==> config.mk <==
export PLATFORM = sky130hd
export DESIGN_NAME = alu_arbiter
export DESIGN_NICKNAME = d
export VERILOG_FILES = /design/src/rtl/alu_arbiter.sv
export SDC_FILE = /design/constraint.sdc
export NUM_CORES = 1
export LEC_CHECK = 0
export ABC_AREA = 1
export CORE_MARGIN = 8
export CORE_UTILIZATION = 42
export CTS_BUF_LIST = sky130_fd_sc_hd__clkbuf_8 sky130_fd_sc_hd__clkbuf_16
export DETAILED_ROUTE_END_ITERATION = 10
export HOLD_SLACK_MARGIN = 0.05
export PLACE_DENSITY_LB_ADDON = 0.3
export RECOVER_POWER = 50
export REMOVE_ABC_BUFFERS = 1
export SETUP_SLACK_MARGIN = 0.5
export SYNTH_ARGS = -nofsm -noshare
export SYNTH_HDL_FRONTEND = slang
export SYNTH_SLANG_ARGS = --single-unit
==> constraint.sdc <==
create_clock -name clk -period 5.1 [get_ports clk]
set_clock_uncertainty 0.2 [all_clocks]
set_input_delay 1.53 -clock clk [delete_from_list [all_inputs] [get_ports clk]]
set_output_delay 1.53 -clock clk [all_outputs]
set_load 0.02 [all_outputs]
==> src/rtl/alu_arbiter.sv <==
// alu_arbiter: round-robin sharing of one combinational ALU between two valid/ready requesters
module alu_arbiter #(
  parameter int WIDTH   = 32,
  parameter int CTRL_W  = 3,
  parameter int RR_INIT = 0
) (
  input  logic              clk,
  input  logic              rst_n,
  input  logic              req0_valid,
  output logic              req0_ready,
  input  logic [WIDTH-1:0]  req0_srcA,
  input  logic [WIDTH-1:0]  req0_srcB,
  input  logic [CTRL_W-1:0] req0_ctrl,
  input  logic              req1_valid,
  output logic              req1_ready,
  input  logic [WIDTH-1:0]  req1_srcA,
  input  logic [WIDTH-1:0]  req1_srcB,
  input  logic [CTRL_W-1:0] req1_ctrl,
  output logic              rsp0_valid,
  input  logic              rsp0_ready,
  output logic              rsp1_valid,
  input  logic              rsp1_ready,
  output logic [WIDTH-1:0]  rsp_result,
  output logic              rsp_zero,
  output logic [WIDTH-1:0]  SrcA,
  output logic [WIDTH-1:0]  SrcB,
  output logic [CTRL_W-1:0] aluControl,
  input  logic [WIDTH-1:0]  ALUResult,
  input  logic              zero
);
  typedef enum logic [1:0] {IDLE, EXEC, RESP} state_t;
  state_t state;
  logic ptr, gnt, g, idle;
  logic [WIDTH-1:0] a_q, b_q;
  logic [CTRL_W-1:0] c_q;
  // ptr names the requester that wins when both are valid
  assign g = (req0_valid && req1_valid) ? ptr : req1_valid;
  assign idle = rst_n && state == IDLE;
  assign req0_ready = idle && req0_valid && !g;
  assign req1_ready = idle && req1_valid && g;
  assign rsp0_valid = state == RESP && !gnt;
  assign rsp1_valid = state == RESP && gnt;
  assign SrcA = a_q;
  assign SrcB = b_q;
  assign aluControl = c_q;
  always_ff @(posedge clk or negedge rst_n) begin
    if (!rst_n) begin
      state <= IDLE;
      ptr <= 1'(RR_INIT);
      gnt <= 1'b0;
      a_q <= '0;
      b_q <= '0;
      c_q <= '0;
      rsp_result <= '0;
      rsp_zero <= 1'b0;
    end else begin
      case (state)
        IDLE: if (req0_ready || req1_ready) begin
          gnt <= g;
          a_q <= g ? req1_srcA : req0_srcA;
          b_q <= g ? req1_srcB : req0_srcB;
          c_q <= g ? req1_ctrl : req0_ctrl;
          ptr <= ~g;
          state <= EXEC;
        end
        EXEC: begin
          rsp_result <= ALUResult;
          rsp_zero <= zero;
          state <= RESP;
        end
        RESP: if (gnt ? rsp1_ready : rsp0_ready) state <= IDLE;
        default: state <= IDLE;
      endcase
    end
  end
endmodule

## Word level (Yosys, flattened, before mapping)

Cells that the tools add are included.

- Flip-flop bits (word level): 104
- Input port bits: 173
- Output and inout bits: 104

- Reductions and logical operators: 14
- Multiplexer cells: 8
- Eq/ne operators: 4
- Bitwise operators: 1

Operators by type and width:

| operator | number |
|---|---|
| 32-bit two-way mux | 2 |
| 1-bit logical AND | 8 |
| 2-bit one-hot mux with 3 select lines | 1 |
| 2-bit two-way mux | 2 |
| 2-bit by 1-bit inequality test with 1-bit output (second input constant) | 2 |
| 2-bit AND reduction | 2 |
| 3-bit two-way mux | 1 |
| 2-bit by 1-bit equality test with 1-bit output (second input constant) | 1 |
| 2-bit equality test (second input constant) | 1 |
| 1-bit zero test | 2 |
| 2-bit zero test | 1 |
| 1-bit two-way mux | 2 |
| 1-bit logical OR | 1 |
| 1-bit inverter | 1 |

## Longest topological paths before layout

Gate-level depths: netlist of run 1.

- Depth in word-level cells: 7
- Mapped depth: 9
- Gate-level depth less buffers: 7

## Worst setup path before layout of run 1

Ideal clock, no wire load.

- Path type: input to output
- Start: input rst_n
- End: output req0_ready
- Stages: 4
- Arrival: 2.332 ns
- Setup slack: 1.038 ns
- Required time: 3.370 ns
- Path buffers: 2
- Cell sequence: nand4_1 > buf_2 > buf_2 > nor2_1

- Longest elaborated chain between the ends: 3

Ends and longest elaborated chain:

| what | RTL line | text |
|---|---|---|
| start: declaration | 8 | `input logic rst_n,` |
| 1-bit logical AND | 38 | `assign idle = rst_n && state == IDLE;` |
| 1-bit logical AND (2 in series) | 39 | `assign req0_ready = idle && req0_valid && !g;` |
| end: declaration | 10 | `output logic req0_ready,` |

Every way passes these cells.

## Worst setup path after layout of run 1

- Start: register state[1]
- End: output rsp0_valid

- Longest elaborated chain between the ends: 2

Ends and longest elaborated chain:

| what | RTL line | text |
|---|---|---|
| start: declaration | 32 | `state_t state;` |
| start signal: assignment | 48 | `state <= IDLE;` |
| start signal: assignment | 64 | `state <= EXEC;` |
| start signal: assignment | 69 | `state <= RESP;` |
| 2-bit equality test | 41 | `assign rsp0_valid = state == RESP && !gnt;` |
| 1-bit logical AND | 41 |  |
| end: declaration | 19 | `output logic rsp0_valid,` |

Every way passes these cells.

==> out/metrics.yaml, run 1 <==
clocking:
  cts.sinks: 104
  h-tree-depth: 3
  cts_root_buf: "clkbuf_16"
  cts_tree: "built"
  cts_resized: 2
  clk_pin_slew_worst_paths_ns: 0.07
  postCtsSetupBuffers: 0
  clkLatencyLatePin_ns: 0.33
  cts_made_buffers: 9
  holdBufCountCts: 0
  clk_path_buf_depth: 2
power_and_ir_drop:
  powerDensity_mw_per_mm2: 542
  ir_worst_vdd_v: 0.000226
  p_leak_nw: 4.08
drt:
  drt-total-wl_mm: 18.3
  routedWlPerCell_um: 16.9
  drtIter0Drc: 384
  routed_via_density: 5.06
  dr.pass1.iters: 5
  postRouteAntennaNets: 0
  vias: 5480
  drc: 0
floorplanning:
  fp-row-count: 40
  die_area_mm2: 0.0158
  die_y_um: 126
  start_util_pct: 42.6
  die_width_um: 126
  io_pins: 277
  core_mm2: 0.0119
sta:
  worst_pin_slew_ns: 1.63
  drv_slew: 37
  worst_slack_ns: 0.536
  hold_violations: 0
  slew_headroom_pct: -8.51
  fin_crit_sh_pct: 89.5
  max_clock_freq_mhz: 219
  hold_slack_ns: 0.264
  period_needed_ns: 4.56
  rsz0062_at_grt: "no"
  setup_viol_count_final: 0
run:
  maxCapViolCount: 1
hold_path:
  min_to: "rsp_result[15]"
  hp-start: "rsp_result[15]"
  hold_depth: 2
  hp-class: "reg2reg"
critical_path:
  end_kind: "output port"
  cpMaxStageDelayCell: "clkbuf_1"
  cpPeakStageDelay_ns: 1.18
  crit_arrival_ns: 2.83
  cp_data_required_time_ns: 3.37
  crit_fanout: 36
  cp-start-kind: "flip-flop"
  reg2reg_to: "rsp_result[1]"
  cp_top_family: "buffers and inverters"
  timing.reg2reg.setup_slack_ns: 1.61
  crit_chain: "inv_1 > clkbuf_1 > nor2_1 > inv_1 > nor2_1 > clkdlybuf4s50_1"
  path_class: "reg2out"
  cp_num_buf_inv: 4
  r2r.worst_path.cells: 5
  worstReg2RegStart: "state[1]"
finish:
  area.growth.synth_to_final_pct: 60.4
  drive_gt1_share_pct: 3.21
  fillCellCount: 1013
  final_cells: 1083
  utilization_pct: 68.4
  regArea_mm2: 0.00260
  fin_nets: 1104
  multi_input_area_mm2: 0.00219
  antenna_cells: 0
synth:
  synth_area_leaders: "dfrtp_1 51%, nand2_1 25%, nand3_1 17%"
  seq_area_frac_synth_pct: 51.4
  syn_area_per_cell_um2: 7.37
  ys_ff_latch: 104
  netlist_area_mm2: 0.00506
  synth.distinct_cells: 15
  synth_top_area_share_pct: 51.4
  synth_top_area_cell: "dfrtp_1"
  synth_cells: 686
  ys_warn_count: 0
placed_design:
  dpl.hpwl_mm: 13.2
  port_buffers: 276
  place_congestion: 0.796
  dp_slack_ns: 0.324
  dpl.cell_count: 1067
grt:
  track_usage_pct: 22.8
  grt_pass1_wl_mm: 28.9
  grt_max_degree: 70
  antenna_found_initial: 0
  grt_pass1_vias: 5337
  grt.overflow.total: 0
run_status:
  violations: "capacitance limit, slew limit"
  run_status: "finished with violations"
-- routing by layer --
layer	up-vias	routed length, µm	track usage (%)
met5	-	0	0
met4	0	349	6.94
met3	21	1950	9.16
met2	256	8470	36.0
met1	2526	7570	28.1
li1	2677	-	-
-- report_power, final --
group          switching (mW)  internal [mW]  total (mW)
Combinational            1.31           1.01        2.32
Clock                   0.301          0.342       0.643
Sequential              0.216           1.22        1.44
-- cell families (layout without fill, tap and decap cells) --
logic type	after synthesis	in the layout	synth area share, %
buffers and inverters	62	312	5.52
AO/OA/AOI/OAI	4	4	0.519
flip-flops	104	104	51.4
AND/OR/NAND/NOR	516	516	42.5
-- worst min-delay path: cells and delay by family, from the launching register on --
family | cells | cell delay, ns
flops | 1 | 0.34
simple gates | 2 | 0.10
-- cells in the final DEF (no fill, tap or decap) --
master and instances:
nand2_2 3, a21boi_1 1, clkdlybuf4s50_1 254, nand3_1 169
dlygate4sd2_1 1, dfrtp_1 104, buf_2 1, clkbuf_8 1
nand2_1 338, dlygate4sd3_1 18, o21ai_1 1, a21oi_4 1
clkbuf_2 2, nor2_1 5, clkbuf_1 2, clkdlybuf4s15_1 1
clkinv_2 1, inv_1 10, inv_2 1, clkinv_4 2
clkbuf_16 9, o21ai_0 1, clkinvlp_4 1, nand4_1 1
buf_4 8
-- worst max-delay path by stage --
stage / from / to / slack [ns] / cells after the start
after global placement: req0_valid / req1_ready / 0.32 / 5
after global routing: state[1] / rsp0_valid / 0.36 / 6
after CTS: req0_valid / req1_ready / 0.59 / 5
after detailed placement: req0_valid / req1_ready / 0.32 / 5
after floorplan: req0_valid / state[0] / -1.03 / 3
final: state[1] / rsp0_valid / 0.54 / 6
-- final cells by class --
| type | count | area share (%) |
|---|---|---|
| timing repair buffer | 287 | 34.8 |
| clock inverter | 6 | 0.463 |
| clock buffer | 10 | 2.95 |
| multi-input combinational | 520 | 27.0 |
| sequential | 104 | 32.1 |
| inverter | 9 | 0.416 |
| tap | 147 | 2.27 |
-- cells in the mapped netlist, drive strengths merged --
cell / number
a21boi: 1
inv: 9
o21ai: 2
dfrtp: 104
nand4: 1
nor2: 5
clkbuf: 18
nand3: 169
a21oi: 1
nand2: 341
buf: 35
-- state kept, by name (all words and copies together) (netlist names) --
signal      count
rsp_zero        1
rsp_result     32
gnt             1
SrcB           32
aluControl      3
ptr             1
state           2
SrcA           32
-- through the flow --
stage	total power, mW	setup TNS [ns]	cell area (µm²)
floorplan	2.55	-70.09	4810
global route	4.69	0	8110
CTS	4.48	0	8120
finish	4.40	0	8110
detailed placement	3.83	0	7850
global placement	3.78	0	7850
Power figures use the tool's default switching activity.
==> run 2: changes to the inputs <==
==> constraint.sdc (replaced) <==
create_clock -name clk -period 5.1 [get_ports clk]
set_clock_uncertainty 0.2 [all_clocks]
set_input_delay 1.53 -clock clk [delete_from_list [all_inputs] [get_ports clk]]
set_output_delay 1.53 -clock clk [all_outputs]
set_load 0.05 [all_outputs]
==> out/metrics.yaml, run 2 (synthesized netlist as in run 1, its figures left out) <==
run_status:
  run_status: "finished with violations"
  violations: "capacitance limit, slew limit"
sta:
  slew_headroom_pct: -22.7
  setup_viol_count_final: 0
  fin_crit_sh_pct: 87.5
  max_clock_freq_mhz: 224
  worst_pin_slew_ns: 1.84
  hold_violations: 0
  rsz0062_at_grt: "no"
  drv_slew: 35
  period_needed_ns: 4.46
run:
  maxCapViolCount: 1
finish:
  final_cells: 1081
  antenna_cells: 0
  fillCellCount: 1018
  area.growth.synth_to_final_pct: 61.6
  multi_input_area_mm2: 0.00219
  layout_common_cells: "339 x nand2_1, 260 x clkdlybuf4s50_1, 169 x nand3_1, 104 x dfrtp_1, 12 x dlygate4sd3_1"
  drive_gt1_share_pct: 3.32
  fin_nets: 1103
  final_area_mm2: 0.00818
  regArea_mm2: 0.00260
  mostFrequentLayoutCell: "nand2_1"
clocking:
  postCtsSetupBuffers: 0
  clk_path_buf_depth: 2
  clk_pin_slew_worst_paths_ns: 0.06
  cts_root_buf: "clkbuf_16"
  holdBufCountCts: 0
  cts_tree: "built"
  cts_made_buffers: 9
  clkLatencyLatePin_ns: 0.32
  cts_resized: 0
  h-tree-depth: 3
  cts.sinks: 104
power_and_ir_drop:
  p_leak_nw: 4.09
  powerDensity_mw_per_mm2: 662
  ir_worst_vdd_v: 0.000273
floorplanning:
  die_y_um: 126
  die_width_um: 126
  fp-row-count: 40
  io_pins: 277
  die_area_mm2: 0.0158
  core_mm2: 0.0119
  start_util_pct: 42.6
grt:
  grt_pass1_wl_mm: 28.8
  grt_pass1_vias: 5365
  antenna_found_initial: 0
  grt.overflow.total: 0
  track_usage_pct: 22.4
  grt_max_degree: 72
critical_path:
  cpPeakStageDelay_ns: 0.63
  end_kind: "output port"
  path_class: "in2out"
  crit_arrival_ns: 2.73
  cp_num_buf_inv: 2
  cp-start-kind: "primary input"
  cpMaxStageDelayCell: "dlygate4sd3_1"
  crit_fanout: 4
  crit_chain: "dlygate4sd3_1 > nand4_1 > nor2_1 > buf_12"
  cp_top_family: "buffers and inverters"
  cp_data_required_time_ns: 3.37
hold_path:
  hp-class: "reg2reg"
drt:
  dr.pass1.iters: 6
  routed_via_density: 4.99
  drc: 0
  drt-total-wl_mm: 18.0
  vias: 5398
  routedWlPerCell_um: 16.7
  drtIter0Drc: 403
  postRouteAntennaNets: 0
placed_design:
  place_congestion: 0.800
  dpl.hpwl_mm: 12.8
  dpl.cell_count: 1066
  port_buffers: 276
  dpl_cell_area_mm2: 0.00786
run 2: changes by cell type in the layout (fill, tap and decap cells not counted), moves of 2 or more:
cell             previous run  this run
inv_1                      10         8
buf_4                       8         5
clkdlybuf4s50_1           254       260
buf_12                      0         2
bufinv_16                   0         2
dlygate4sd3_1              18        12
run 2: worst paths after layout:
path                                     from  slack, ns       endpoint  depth (start not counted)
max in group asynchronous               rst_n       1.05        SrcA[8]                          3
worst max register to register       state[1]       1.85       SrcA[14]                          7
worst max-delay path               req0_valid       0.64     req0_ready                          4
min in group asynchronous               rst_n       1.72       SrcB[26]                          2
worst min-delay path            rsp_result[7]       0.26  rsp_result[7]                          2
worst min register to register  rsp_result[7]       0.26  rsp_result[7]                          2
run 2: through the flow:
step                      setup TNS [ns]  util [%]  hold slack, ns  setup slack [ns]  power (mW)
after CTS                              0      69.1           0.274             0.737        5.48
after global routing                   0      68.9           0.295             0.414        5.71
after detailed placement               0      66.3           0.258             0.739        4.71
after global placement                 0      66.3           0.253             0.760        4.68
final                                  0      68.9           0.264             0.639        5.41
after floorplan                   -70.55         -           0.253             -1.03        3.44
run 2: report_power, final:
group          internal, mW  switching [mW]  total [mW]
Sequential             1.22           0.206        1.43
Clock                 0.457           0.298       0.754
Combinational          1.02            2.21        3.23
Total                  2.69            2.72        5.41
run 2: final cells by class:
type	instances	share of cell area, %
clock buffers	11	3.09
repair buffers	286	34.7
inverters	9	0.413
well taps	147	2.25
flip-flops and latches	104	31.8
clock inverters	4	0.949
multi-input cells	520	26.8
run 2: metal layers:
layer	up-vias	global-route usage (%)	wire, µm
met5	-	0	0
met3	10	9.24	2050
li1	2674	-	-
met4	0	5.10	204
met2	249	36.1	8440
met1	2465	27.4	7330
run 2: worst min-delay path: stages, from the launching register on:
cell and delay [ns]:
dfrtp_1 0.33, nand2_1 0.05, nand2_1 0.04
